**config.mk**
```make
export PLATFORM = sky130hd
export DESIGN_NAME = hazard_ctrl
export DESIGN_NICKNAME = d
export VERILOG_FILES = /design/src/rtl/hazard_ctrl.sv
export SDC_FILE = /design/constraint.sdc
export NUM_CORES = 1
export LEC_CHECK = 0
export CELL_PAD_IN_SITES_DETAIL_PLACEMENT = 1
export CELL_PAD_IN_SITES_GLOBAL_PLACEMENT = 1
export CORE_MARGIN = 8
export CORE_UTILIZATION = 28
export CTS_BUF_LIST = sky130_fd_sc_hd__clkbuf_8 sky130_fd_sc_hd__clkbuf_16
export CTS_CLUSTER_DIAMETER = 100
export DETAILED_ROUTE_END_ITERATION = 16
export GPL_TIMING_DRIVEN = 1
export MAX_ROUTING_LAYER = met4
export PLACE_DENSITY = 0.79
export SYNTH_ARGS = -nofsm -noshare
export SYNTH_HDL_FRONTEND = slang
export SYNTH_SLANG_ARGS = --single-unit
```
**constraint.sdc**
```tcl
create_clock -name clk -period 3.3 [get_ports clk]
set_input_delay 0.99 -clock clk [delete_from_list [all_inputs] [get_ports clk]]
set_output_delay 0.99 -clock clk [all_outputs]
set_load 0.03 [all_outputs]
```
**src/rtl/hazard_ctrl.sv**
```systemverilog
// hazard_ctrl: pipeline hazard controller (forwarding selects, load-use/branch stalls, syscall drain FSM)
// Ports: clk/rst_n (async active-low, state on negedge clk); decode/execute source regs,
// per-stage destination regs and write enables, load flags, branch_d, syscall_e, syscall_done in;
// stall_f, stall_d, flush_e, forward_{a,b}_e[1:0], forward_{a,b}_d, syscall_busy out.
// Optional macro HAZ_BRANCH_FWD_EN enables M-to-decode branch operand forwarding.
module hazard_ctrl #(
  parameter int DRAIN_CYCLES = 2
) (
  input  logic       clk,
  input  logic       rst_n,
  input  logic [4:0] rs_d,
  input  logic [4:0] rt_d,
  input  logic [4:0] rs_e,
  input  logic [4:0] rt_e,
  input  logic [4:0] write_reg_e,
  input  logic [4:0] write_reg_m,
  input  logic [4:0] write_reg_w,
  input  logic       reg_write_e,
  input  logic       reg_write_m,
  input  logic       reg_write_w,
  input  logic       mem_to_reg_e,
  input  logic       mem_to_reg_m,
  input  logic       branch_d,
  input  logic       syscall_e,
  input  logic       syscall_done,
  output logic       stall_f,
  output logic       stall_d,
  output logic       flush_e,
  output logic [1:0] forward_a_e,
  output logic [1:0] forward_b_e,
  output logic       forward_a_d,
  output logic       forward_b_d,
  output logic       syscall_busy
);
  typedef enum logic [1:0] {IDLE, DRAIN, SERVICE} state_t;
  state_t state;
  logic [3:0] cnt;
  logic wr_e, wr_m, wr_w, ld_e, e_hits_d, m_hits_d;
  logic lwstall, branchstall, sys_hold, hold;
  logic [1:0] fa_e, fb_e;
  logic fa_d, fb_d;
  // register 0 is never a real destination, so it can never match
  always_comb begin
    wr_e = reg_write_e && write_reg_e != 5'd0;
    wr_m = reg_write_m && write_reg_m != 5'd0;
    wr_w = reg_write_w && write_reg_w != 5'd0;
    ld_e = mem_to_reg_e && rt_e != 5'd0;
    e_hits_d = write_reg_e == rs_d || write_reg_e == rt_d;
    m_hits_d = write_reg_m == rs_d || write_reg_m == rt_d;
    fa_e = wr_m && write_reg_m == rs_e ? 2'b10 : wr_w && write_reg_w == rs_e ? 2'b01 : 2'b00;
    fb_e = wr_m && write_reg_m == rt_e ? 2'b10 : wr_w && write_reg_w == rt_e ? 2'b01 : 2'b00;
    lwstall = ld_e && (rt_e == rs_d || rt_e == rt_d);
  end
`ifdef HAZ_BRANCH_FWD_EN
  // ALU results in M reach the comparator; only a pending ALU op in E or a load in M stalls
  always_comb begin
    fa_d = wr_m && write_reg_m == rs_d;
    fb_d = wr_m && write_reg_m == rt_d;
    branchstall = branch_d && ((wr_e && e_hits_d) ||
                  (mem_to_reg_m && write_reg_m != 5'd0 && m_hits_d));
  end
`else
  logic unused;
  assign unused = mem_to_reg_m;
  always_comb begin
    fa_d = 1'b0;
    fb_d = 1'b0;
    branchstall = branch_d && ((wr_e && e_hits_d) || (wr_m && m_hits_d));
  end
`endif
  // hold starts combinationally in the cycle the syscall first appears in E
  always_comb begin
    sys_hold = (state == IDLE && syscall_e) || state != IDLE;
    hold = rst_n && (lwstall || branchstall || sys_hold);
    stall_f = hold;
    stall_d = hold;
    flush_e = hold;
    forward_a_e = rst_n ? fa_e : 2'b00;
    forward_b_e = rst_n ? fb_e : 2'b00;
    forward_a_d = rst_n && fa_d;
    forward_b_d = rst_n && fb_d;
    syscall_busy = rst_n && state == SERVICE;
  end
  always_ff @(negedge clk or negedge rst_n)
    if (!rst_n) begin
      state <= IDLE;
      cnt <= 4'd0;
    end else if (state == IDLE) begin
      if (syscall_e) begin
        state <= DRAIN;
        cnt <= 4'(DRAIN_CYCLES - 1);
      end
    end else if (state == DRAIN) begin
      if (cnt == 4'd0) state <= SERVICE;
      else cnt <= cnt - 4'd1;
    end else if (state == SERVICE) begin
      if (syscall_done) state <= IDLE;
    end else state <= IDLE;
endmodule

```
# --- Word level (Yosys, flattened, before mapping) ---
# Index checks and enable logic that the tools add are counted.
totals:
  elab_cells: 67
  ff_bits: 6
  in_bits: 45
  output_inout_bits: 10
classes:
  mux: 16
  n_addsub: 1
  reduce_logical: 32
  eq_ne: 16
op_table:
  columns: ["operator", "n"]
  rows:
  - ["== test 5 bit", 10]
  - ["two-way mux 2 bit", 10]
  - ["nonzero test 5 bit", 4]
  - ["two-way mux 4 bit", 4]
  - ["logical AND 1 bit", 15]
  - ["logical OR 1 bit", 7]
  - ["AND reduction 3 bit", 2]
  - ["zero test 4 bit", 1]
  - ["inequality test 2 bit (second input constant)", 2]
  - ["inequality test 4 x 3 -> 1 bit (second input constant)", 1]
  - ["nonzero test 2 bit", 2]
  - ["subtractor 4 x 1 -> 4 bit (second input constant)", 1]
  - ["inequality test 3 x 2 -> 1 bit (second input constant)", 1]
  - ["== test 2 x 1 -> 1 bit (second input constant)", 1]
  - ["== test 2 bit (second input constant)", 1]
  - ["zero test 2 bit", 1]
  - ["two-way mux 1 bit", 2]

# --- Logic depth before layout (Yosys ltp) ---
# Gate-level depths: netlist of the first run.
depth:
  word_depth: 8
  depth_mapped: 7
  ltp_nobuf: 7

==> results of run 1 <==
[cells by family (layout without fill, tap and decap cells)]
logic type	count (synthesis)	after routing
compound gates	17	17
xor+xnor	50	50
fa+ha+maj	2	2
buf+inv	20	97
flops	6	6
other cells	1	2
simple gates	41	41
[flip-flops by register name, summed over array words and instances (netlist names)]
name / count
cnt: 4
state: 2
[power by group through the flow]
stage / Clock [mW] / Sequential (mW) / Combinational [mW]
detailed placement: 0 / 0.142 / 0.437
floorplan: 0 / 0.137 / 0.278
finish: 0.112 / 0.143 / 0.505
global placement: 0 / 0.138 / 0.403
CTS: 0.117 / 0.143 / 0.491
global route: 0.122 / 0.147 / 0.541
[per-stage QoR]
step                instances  setup slack, ns  util, %  total power, mW
finish                    263           -0.509     56.7            0.760
detailed placement        252           -0.917     49.7            0.579
floorplan                 138           -0.409        -            0.415
CTS                       261           -0.518     54.9            0.752
global route              263           -0.555     56.7            0.810
global placement          252           -0.858     49.7            0.541
[how the worst max path moves through the flow]
stage | start | to | slack [ns] | cells past startpoint
detailed placement | rt_e[2] | stall_f | -0.92 | 7
CTS | state[1]$_DFFE_NN0P_ | stall_f | -0.52 | 3
finish | state[1]$_DFFE_NN0P_ | stall_f | -0.51 | 3
floorplan | state[1]$_DFFE_NN0P_ | stall_d | -0.41 | 3
global route | state[1]$_DFFE_NN0P_ | stall_f | -0.56 | 3
global placement | write_reg_m[2] | flush_e | -0.86 | 7
[layout make-up]
type	count	share of cell area, %
inverter	5	0.891
timing repair buffer	89	39.2
multi-input combinational	112	48.0
tap	48	2.85
sequential	6	7.13
clock buffer	3	1.96
[cells in the mapped netlist]
| cell type | instances | share of area (%) |
|---|---|---|
| sky130_fd_sc_hd__or4_1 | 5 | 3.4 |
| sky130_fd_sc_hd__xor2_1 | 22 | 18 |
| sky130_fd_sc_hd__o21bai_1 | 1 | 0.69 |
| sky130_fd_sc_hd__inv_1 | 5 | 1.7 |
| sky130_fd_sc_hd__o21ai_0 | 3 | 1.4 |
| sky130_fd_sc_hd__nand2_1 | 7 | 2.4 |
| sky130_fd_sc_hd__clkbuf_1 | 7 | 2.4 |
| sky130_fd_sc_hd__a22oi_1 | 1 | 0.69 |
| sky130_fd_sc_hd__o31ai_1 | 1 | 0.69 |
| sky130_fd_sc_hd__nand2b_1 | 1 | 0.57 |
| sky130_fd_sc_hd__xnor2_1 | 28 | 23 |
| sky130_fd_sc_hd__buf_6 | 2 | 2.1 |
| sky130_fd_sc_hd__nor4_1 | 3 | 1.7 |
| sky130_fd_sc_hd__a41oi_1 | 1 | 0.80 |
| sky130_fd_sc_hd__a22o_1 | 2 | 1.6 |
| sky130_fd_sc_hd__nor3b_1 | 1 | 0.69 |
| sky130_fd_sc_hd__ha_1 | 2 | 2.3 |
| sky130_fd_sc_hd__nor4_2 | 2 | 2.3 |
| sky130_fd_sc_hd__nor3_1 | 5 | 2.3 |
| sky130_fd_sc_hd__o211ai_1 | 2 | 1.4 |
| sky130_fd_sc_hd__a21oi_1 | 2 | 0.92 |
| sky130_fd_sc_hd__o22ai_1 | 1 | 0.57 |
| sky130_fd_sc_hd__and2_2 | 2 | 1.4 |
| sky130_fd_sc_hd__nand3b_1 | 1 | 0.69 |
| sky130_fd_sc_hd__buf_1 | 1 | 0.34 |
| sky130_fd_sc_hd__nand4_1 | 1 | 0.57 |
| sky130_fd_sc_hd__o221ai_1 | 1 | 0.80 |
| sky130_fd_sc_hd__dfrtn_1 | 6 | 14 |
| sky130_fd_sc_hd__o21ai_2 | 1 | 0.80 |
| sky130_fd_sc_hd__buf_2 | 1 | 0.46 |
| sky130_fd_sc_hd__o2111ai_1 | 1 | 0.80 |
| sky130_fd_sc_hd__or4_4 | 1 | 1.0 |
| sky130_fd_sc_hd__nand3_1 | 9 | 4.1 |
| sky130_fd_sc_hd__conb_1 | 1 | 0.34 |
| sky130_fd_sc_hd__nor2_1 | 2 | 0.69 |
| sky130_fd_sc_hd__nor2b_1 | 1 | 0.57 |
| sky130_fd_sc_hd__buf_4 | 4 | 2.8 |
[timing repair]
action,4_1_cts,5_1_grt
setup buffers,6,4
pin swaps,15,13
endpoints found under the hold margin,0,0
endpoints found under the setup margin,13,8
resized for setup,87,45
[placed cells by master, fill, tap and decap left out, types with 2 or more instances in the layout]
cell type,synthesis,routed
sky130_fd_sc_hd__and2_4,0,2
sky130_fd_sc_hd__buf_2,1,2
sky130_fd_sc_hd__nand2_1,7,7
sky130_fd_sc_hd__xnor2_1,28,22
sky130_fd_sc_hd__clkbuf_2,0,6
sky130_fd_sc_hd__buf_4,4,27
sky130_fd_sc_hd__o211ai_1,2,2
sky130_fd_sc_hd__ha_1,2,2
sky130_fd_sc_hd__clkdlybuf4s50_1,0,19
sky130_fd_sc_hd__xnor2_2,0,6
sky130_fd_sc_hd__dfrtn_1,6,6
sky130_fd_sc_hd__or4_1,5,2
sky130_fd_sc_hd__or4_4,1,4
sky130_fd_sc_hd__inv_1,5,5
sky130_fd_sc_hd__conb_1,1,2
sky130_fd_sc_hd__buf_6,2,25
sky130_fd_sc_hd__dlygate4sd2_1,0,4
sky130_fd_sc_hd__o21ai_0,3,3
sky130_fd_sc_hd__a21oi_1,2,2
sky130_fd_sc_hd__dlymetal6s2s_1,0,4
sky130_fd_sc_hd__nand3_1,9,8
sky130_fd_sc_hd__nor3_1,5,4
sky130_fd_sc_hd__a22o_1,2,2
sky130_fd_sc_hd__xor2_2,0,2
sky130_fd_sc_hd__xor2_1,22,20
sky130_fd_sc_hd__nor4_4,0,3
sky130_fd_sc_hd__clkbuf_8,0,3
[metal layers]
layer  GRT usage [%]  vias to the layer above  part of all wire [%]
li1                -                      615                     -
met5               -                        -                     0
met2            30.9                       52                    52
met4            6.85                        0                   2.6
met1            18.0                      617                    40
met3            3.99                       16                   4.9
==> flow_results.org, run 1 <==
** Detailed routing
- Routed wire length :: 5170 µm
- Residual DRC :: 0
- Detail Route Antenna Nets :: 0
- Via Count :: 1300
- In the final routed layout, each cell accounts on average for 19.7 µm.
- DR vias/cell :: 4.94
- Number of iterations in the first detailed-routing pass :: 4
- After the first detailed-routing iteration, the DRC count stood at 23.

** Die
- The core region is 0.00372 mm².
- Die Outline Area :: 0.00614 mm²
- Top-Level Pins :: 55
- Once the floorplan was initialized, standard cells occupied 29.3% of the core.
- In this run the vertical extent of the chip is 78.4 µm.
- The die is 78.4 µm wide.
- Number of cell rows :: 22

** Power
- Proportion of power drawn by flip-flops and latches :: 18.9%
- Worst vdd rail ir drop :: 0.000265 V
- NetSw :: 0.318 mW
- Switching power share of the total :: 41.9%
- The analysis attributes to cell leakage a power of 0.914 nW.
- Total power divided by cell area :: 361 mW/mm²
- In this run, the clock network consumes 14.7% of the power.
- The internal portion of the total power is 0.442 mW.
- Combinational cell fraction of total power :: 66.4%

** Clock network
- TritonCTS Buffers :: 3
- TritonCTS built the clock tree.
- Number of clock sinks :: 6
- Maximum level of the CTS H-tree :: 1
- Hold repair after CTS inserted 0 buffers.
- Clock-pin slew was measured on the worst setup and hold paths at 0.03 ns.
- Clock latency on the worst-skew pair, taken at its later pin, is 0.25 ns.
- The tree is rooted in a sky130_fd_sc_hd__clkbuf_8.
- In this run the deepest clock path goes through 2 buffers.

** Synth
- Post-Synthesis Cells :: 137
- Multiplexer fraction of the synthesized cell area :: 0%
- Basic-gate share of the synthesized area counting and, or, nand and nor cells :: 22.5%
- In this run the mean area of a mapped cell was 7.95 µm².
- The synthesized netlist occupies a cell area of 0.00109 mm².
- The synthesized netlist devotes 11.1% of its cell area to compound gates.
- After synthesis, the largest family of logic cells by area is XOR/XNOR gates.
- After synthesis, the netlist uses 37 different library cells.
- Adder-cell share of the synthesized area :: 2.30%
- Part of the Yosys area used for sequential elements :: 13.8%
- For this run, the number of Yosys warnings is 0.
- FF+latch count, synth :: 6
- Xor and xnor fraction of the mapped netlist area :: 40.2%

** Job
- Max-cap violations in this run came to 0.

** GRT
- The total overflow left after global routing is 0.
- Vias in the first global route :: 1581
- Global routing usage summed across all routing layers :: 17.3%
- Entering global routing, the biggest net connects 9 pins.
- Antenna violations before repair :: 0
- First-pass GRT wire length :: 8280 µm

** Cells and area
- Final-stage net count :: 264
- Area of the multi-input gates :: 0.00101 mm²
- With fillers left out, the area of the finished cells amounts to 0.00211 mm².
- Signed area change from the synthesized netlist to the final layout :: 93.3%
- Ratio of cells with drive above 1 in the final layout :: 41.9%
- 0 antenna diodes ended up in the layout.
- Total area of sequential cells :: 150 µm²
- The layout has 433 filler cells.

** STA
- Slew at the pin with the worst max-slew slack :: 0.874 ns
- Across the routed clock network, the largest skew measured is 0.00176 ns.
- Across all hold checks on the routed design, the worst slack comes to 0.494 ns.
- The count of final hold-check violations is 0.
- Adding up every negative setup slack in the final design gives -2.24 ns.
- Setup repair after global routing could not meet its margin everywhere.
- Worst relative slew slack :: 41.6%
- Max-slew violation count :: 0
- Final setup margin :: -0.509 ns
- # setup viols final :: 7

** Setup path
- The slowest stage of the critical path is the sky130_fd_sc_hd__dfrtn_1 cell.
- In this run the register-to-register setup slack is 1.22 ns.
- The number of buffers and inverters on the critical path is 1.
- Data arrival at the endpoint of the critical path :: 2.82 ns
- On the critical path the largest part of the delay comes from flip-flops.
- The critical path goes through nor3_4, a41oi_4, buf_6.
- In this run the critical register-to-register path is captured at cnt[2]$_DFFE_NN0P_.
- STA classifies the critical path startpoint as a register.
- Reg-to-Reg Start :: cnt[0]$_DFFE_NN0P_
- Sort of element at the end of the critical path :: output port
- Crit path max fanout :: 3
- Crit path required time :: 2.31 ns
- On the worst path, the slowest cell contributes a delay of 0.38 ns.
- Cells on worst reg2reg path :: 7
- The setup path with the least slack is of type register to output port.

** Status
- The final reports fail on setup timing.
- Run status :: finished with violations

** Hold path
- In this run the worst hold path is classified as register to register.
- The path with the worst hold slack has its endpoint at cnt[2]$_DFFE_NN0P_.
- Launch point of the worst hold path :: cnt[2]$_DFFE_NN0P_
- Hold Crit Depth :: 1

** Placed design
- Buffers placed on the I/O ports in this run total 51.
- Placed inst area :: 0.00185 mm²
- Routability-driven placement finished with a final weighted congestion of 0.820.
- Detailed placement ended at an HPWL of 3810 µm.
Power figures use the tool's default switching activity.
==> run 2: changes to the inputs <==
--- a/config.mk
+++ b/config.mk
@@ -15,6 +15,7 @@
 export GPL_TIMING_DRIVEN = 1
 export MAX_ROUTING_LAYER = met4
 export PLACE_DENSITY = 0.79
+export RECOVER_POWER = 100
 export SYNTH_ARGS = -nofsm -noshare
 export SYNTH_HDL_FRONTEND = slang
 export SYNTH_SLANG_ARGS = --single-unit
==> run 2 against run 1 <==
  * The run still ends with setup timing left
  * Clock power barely moved
  * Die area did not move
  * Sequential share of layout area barely moved
  * Non-clock buffer count did not move
  * Total power fell by 0.59%
  * Cell count did not move
  * Highest routed layer unchanged
==> flow_results.org, run 2 (synthesized netlist as in run 1, its figures left out) <==
** Placed design
- Placed Cells :: 252 (unchanged)
- The placed wire-length estimate after detailed placement was 3810 µm (unchanged).
- Post-place setup slack :: -0.917 ns (unchanged)
- Final weighted congestion of routability-driven global placement :: 0.820 (unchanged)
- IO Port Bufs :: 51 (unchanged)
- Placed inst area :: 0.00185 mm² (unchanged)

** Hold path
- The path type of the worst min-delay path was register to register (unchanged).
- The critical hold path startpoint was cnt[2]$_DFFE_NN0P_ (unchanged).

** Setup path
- The maximum net fanout on the critical path came to 3 (unchanged).
- The endpoint type of the worst setup path is an output port (unchanged).
- The sum of buffers and inverters on the critical path was 1 (unchanged).
- Worst path cell trace: nor3_4, a41oi_4, buf_6 (unchanged).
- The path type of the worst setup path is register to output port (unchanged).
- The kind of start point of the critical path is a register (unchanged).
- The worst flop-to-flop path startpoint was cnt[0]$_DFFE_NN0P_ (unchanged).
- Crit path required time :: 2.31 ns (about the same)
- The cell family contributing the most delay on the critical path is flip-flops (unchanged).
- Setup crit start :: state[1]$_DFFE_NN0P_ (unchanged)
- The data arrival time of the critical path was 2.82 ns (about the same).
- Worst path max stage delay :: 0.38 ns (about the same)
- The cell with the biggest individual delay on the critical path is sky130_fd_sc_hd__dfrtn_1 (unchanged).

** GRT
- First-pass GRT wire length :: 8280 µm (unchanged)
- Global routing usage summed across all routing layers :: 17.3% (unchanged)
- The number of global-route vias before repair is 1581 (unchanged).
- Antenna violations before repair :: 0 (unchanged)
- The pin count of the biggest net entering global routing came to 9 (unchanged).
- Total congestion overflow after global routing :: 0 (unchanged)

** STA
- Worst Hold Slack :: 0.494 ns (about the same)
- The number of pins with negative max-slew slack in the final report was 0 (unchanged).
- Unrepaired setup endpoints after global routing: yes (unchanged).
- Final setup TNS :: -2.28 ns (was -2.24 ns)
- The count of final hold-check violations came to 0 (unchanged).
- The slew at the pin closest to its max-slew limit was 0.874 ns (unchanged).
- The final critical-path setup slack is -0.510 ns (was -0.509 ns).
- The normalized max-slew margin came to 41.6% (unchanged).
- Setup clock skew after layout :: 0.00173 ns (was 0.00176 ns)
- # setup viols final :: 7 (unchanged)

** Power
- The net switching power figure was 0.318 mW (about the same).
- Worst vdd rail ir drop :: 0.000265 V (about the same)
- Total power after layout :: 0.756 mW (was 0.760 mW)
- Internal power :: 0.438 mW (was 0.442 mW)
- The register share of total power came to 19.0% (was 18.9%).
- The logic gate share of total power is 66.2% (was 66.4%).
- Total power divided by cell area :: 361 mW/mm² (about the same)
- The leakage power summed over all cells was 0.893 nW (was 0.914 nW).
- The power share of the clock group came to 14.8% (was 14.7%).
- The switching share of total power came to 42.1% (was 41.9%).

** Detailed routing
- The wire length after detailed routing was 5180 µm (was 5170 µm).
- First-iteration detailed-routing DRC count :: 23 (unchanged)
- The average vias per placed instance came to 4.96 (was 4.94).
- The DRC violation count after routing was 0 (unchanged).
- The detailed-routing iteration count for the pre-antenna-repair pass is 4 (unchanged).
- Detail Route Antenna Nets :: 0 (unchanged)
- The wire length per cell after detailed routing was 19.7 µm (about the same).
- The number of vias in the routed layout is 1305 (was 1300).

** Cells and area
- Flip-flop count of the largest register, all copies and words added :: 4 (unchanged)
- The final-layout fill cell count came to 433 (unchanged).
- Biggest registers after layout: cnt (4), state (2) (unchanged).
- The register name with the most flops is cnt (unchanged).
- Signed area change from the synthesized netlist to the final layout :: 92.1% (was 93.3%)
- The design area is 0.00209 mm² (was 0.00211 mm²).
- The number of standard cells in the layout, taps in and fillers out came to 263 (unchanged).
- Commonest cells after routing, fill and taps aside: 25 x sky130_fd_sc_hd__buf_6, 24 x sky130_fd_sc_hd__buf_4, 22 x sky130_fd_sc_hd__xnor2_1, 20 x sky130_fd_sc_hd__xor2_1, 18 x sky130_fd_sc_hd__clkdlybuf4s50_1 (was 27 x sky130_fd_sc_hd__buf_4, 25 x sky130_fd_sc_hd__buf_6, 22 x sky130_fd_sc_hd__xnor2_1, 20 x sky130_fd_sc_hd__xor2_1, 19 x sky130_fd_sc_hd__clkdlybuf4s50_1).
- Leading cell type in the layout, fill and taps excluded :: sky130_fd_sc_hd__buf_6 (was sky130_fd_sc_hd__buf_4)
- Ratio of cells with drive above 1 in the final layout :: 40.5% (was 41.9%)
- The number of nets in the layout was 264 (unchanged).
- The utilization after layout is 56.3% (was 56.7%).
- The number of antenna cells inserted was 0 (unchanged).

** Die
- The number of rows created at floorplan came to 22 (unchanged).
- The die outline area is 0.00614 mm² (unchanged).
- Height of the chip :: 78.4 µm (unchanged)
- The core footprint came to 0.00372 mm² (unchanged).
- Initial standard-cell utilization of the core :: 29.3% (unchanged)
- The horizontal extent of the die is 78.4 µm (unchanged).
- Top-Level Pins :: 55 (unchanged)

** Clock network
- TritonCTS Buffers :: 3 (unchanged)
- Number of clock sinks :: 6 (unchanged)
- The clock edge transition at the registers on the reported setup and hold paths came to 0.03 ns (about the same).
- The level count of the clock H-tree was 1 (unchanged).
- Buffer type at the clock tree root :: sky130_fd_sc_hd__clkbuf_8 (unchanged)
- CTS tree :: yes (unchanged)
- Clock latency on the worst-skew pair :: 0.25 ns (about the same)
- Longest Clk Path Bufs :: 2 (unchanged)
- The number of hold buffers added after CTS was 0 (unchanged).

** Status
- Failing checks :: setup timing (unchanged)
- Run status :: finished with violations (unchanged)

** Job
- Reported max-cap violation count :: 0 (unchanged)
-- run 2: power by group through the flow --
stage,combinational (mW),clock (mW),sequential [mW]
floorplan,0.278,0,0.137
global placement,0.403,0,0.138
detailed placement,0.437,0,0.142
CTS,0.491,0.117,0.143
global route,0.536,0.122,0.147
finish,0.500,0.112,0.143
-- run 2: final cells by class --
| type | count | area (µm²) | share of cell area [%] |
|---|---|---|---|
| Multi-Input combinational cell | 112 | 1010 | 48.1 |
| Tap cell | 48 | 60.1 | 2.87 |
| Clock buffer | 3 | 41.3 | 1.97 |
| Timing Repair Buffer | 89 | 816 | 39.0 |
| Sequential cell | 6 | 150 | 7.17 |
| Inverter | 5 | 18.8 | 0.897 |
-- run 2: worst reg2reg max path: cells and delay by family, from the launching register on --
| kind | cells | cell delay [ns] |
|---|---|---|
| AND/OR/NAND/NOR | 3 | 0.97 |
| flip-flops | 1 | 0.33 |
| buffers and inverters | 1 | 0.14 |
| adder cells (fa/ha/maj) | 1 | 0.17 |
| AO/OA/AOI/OAI | 2 | 0.31 |
-- run 2: worst paths after layout --
check	endpoint	slack, ns	cells after the start
setup / recovery	stall_f	-0.51	3
hold reg to reg	cnt[2]$_DFFE_NN0P_	0.49	1
setup reg to reg	cnt[2]$_DFFE_NN0P_	1.22	7
hold / removal	cnt[2]$_DFFE_NN0P_	0.49	1
max in group asynchronous	cnt[2]$_DFFE_NN0P_	0.22	3
min in group asynchronous	state[0]$_DFFE_NN0P_	2.71	3
-- run 2: what timing repair did --
| item | 4_1_cts | 5_1_grt |
|---|---|---|
| setup endpoints to repair | 13 | 8 |
| setup buffers | 6 | 4 |
| resized for setup | 87 | 45 |
| pin swaps | 15 | 13 |
| cloned | 0 | 0 |
-- run 2: metal layers --
layer	routed length (µm)	global-route usage (%)	part of all wire (%)
met5	0	-	0
met4	155	6.85	3.0
met3	261	3.99	5.0
met2	2670	30.9	51
met1	2100	18.0	40
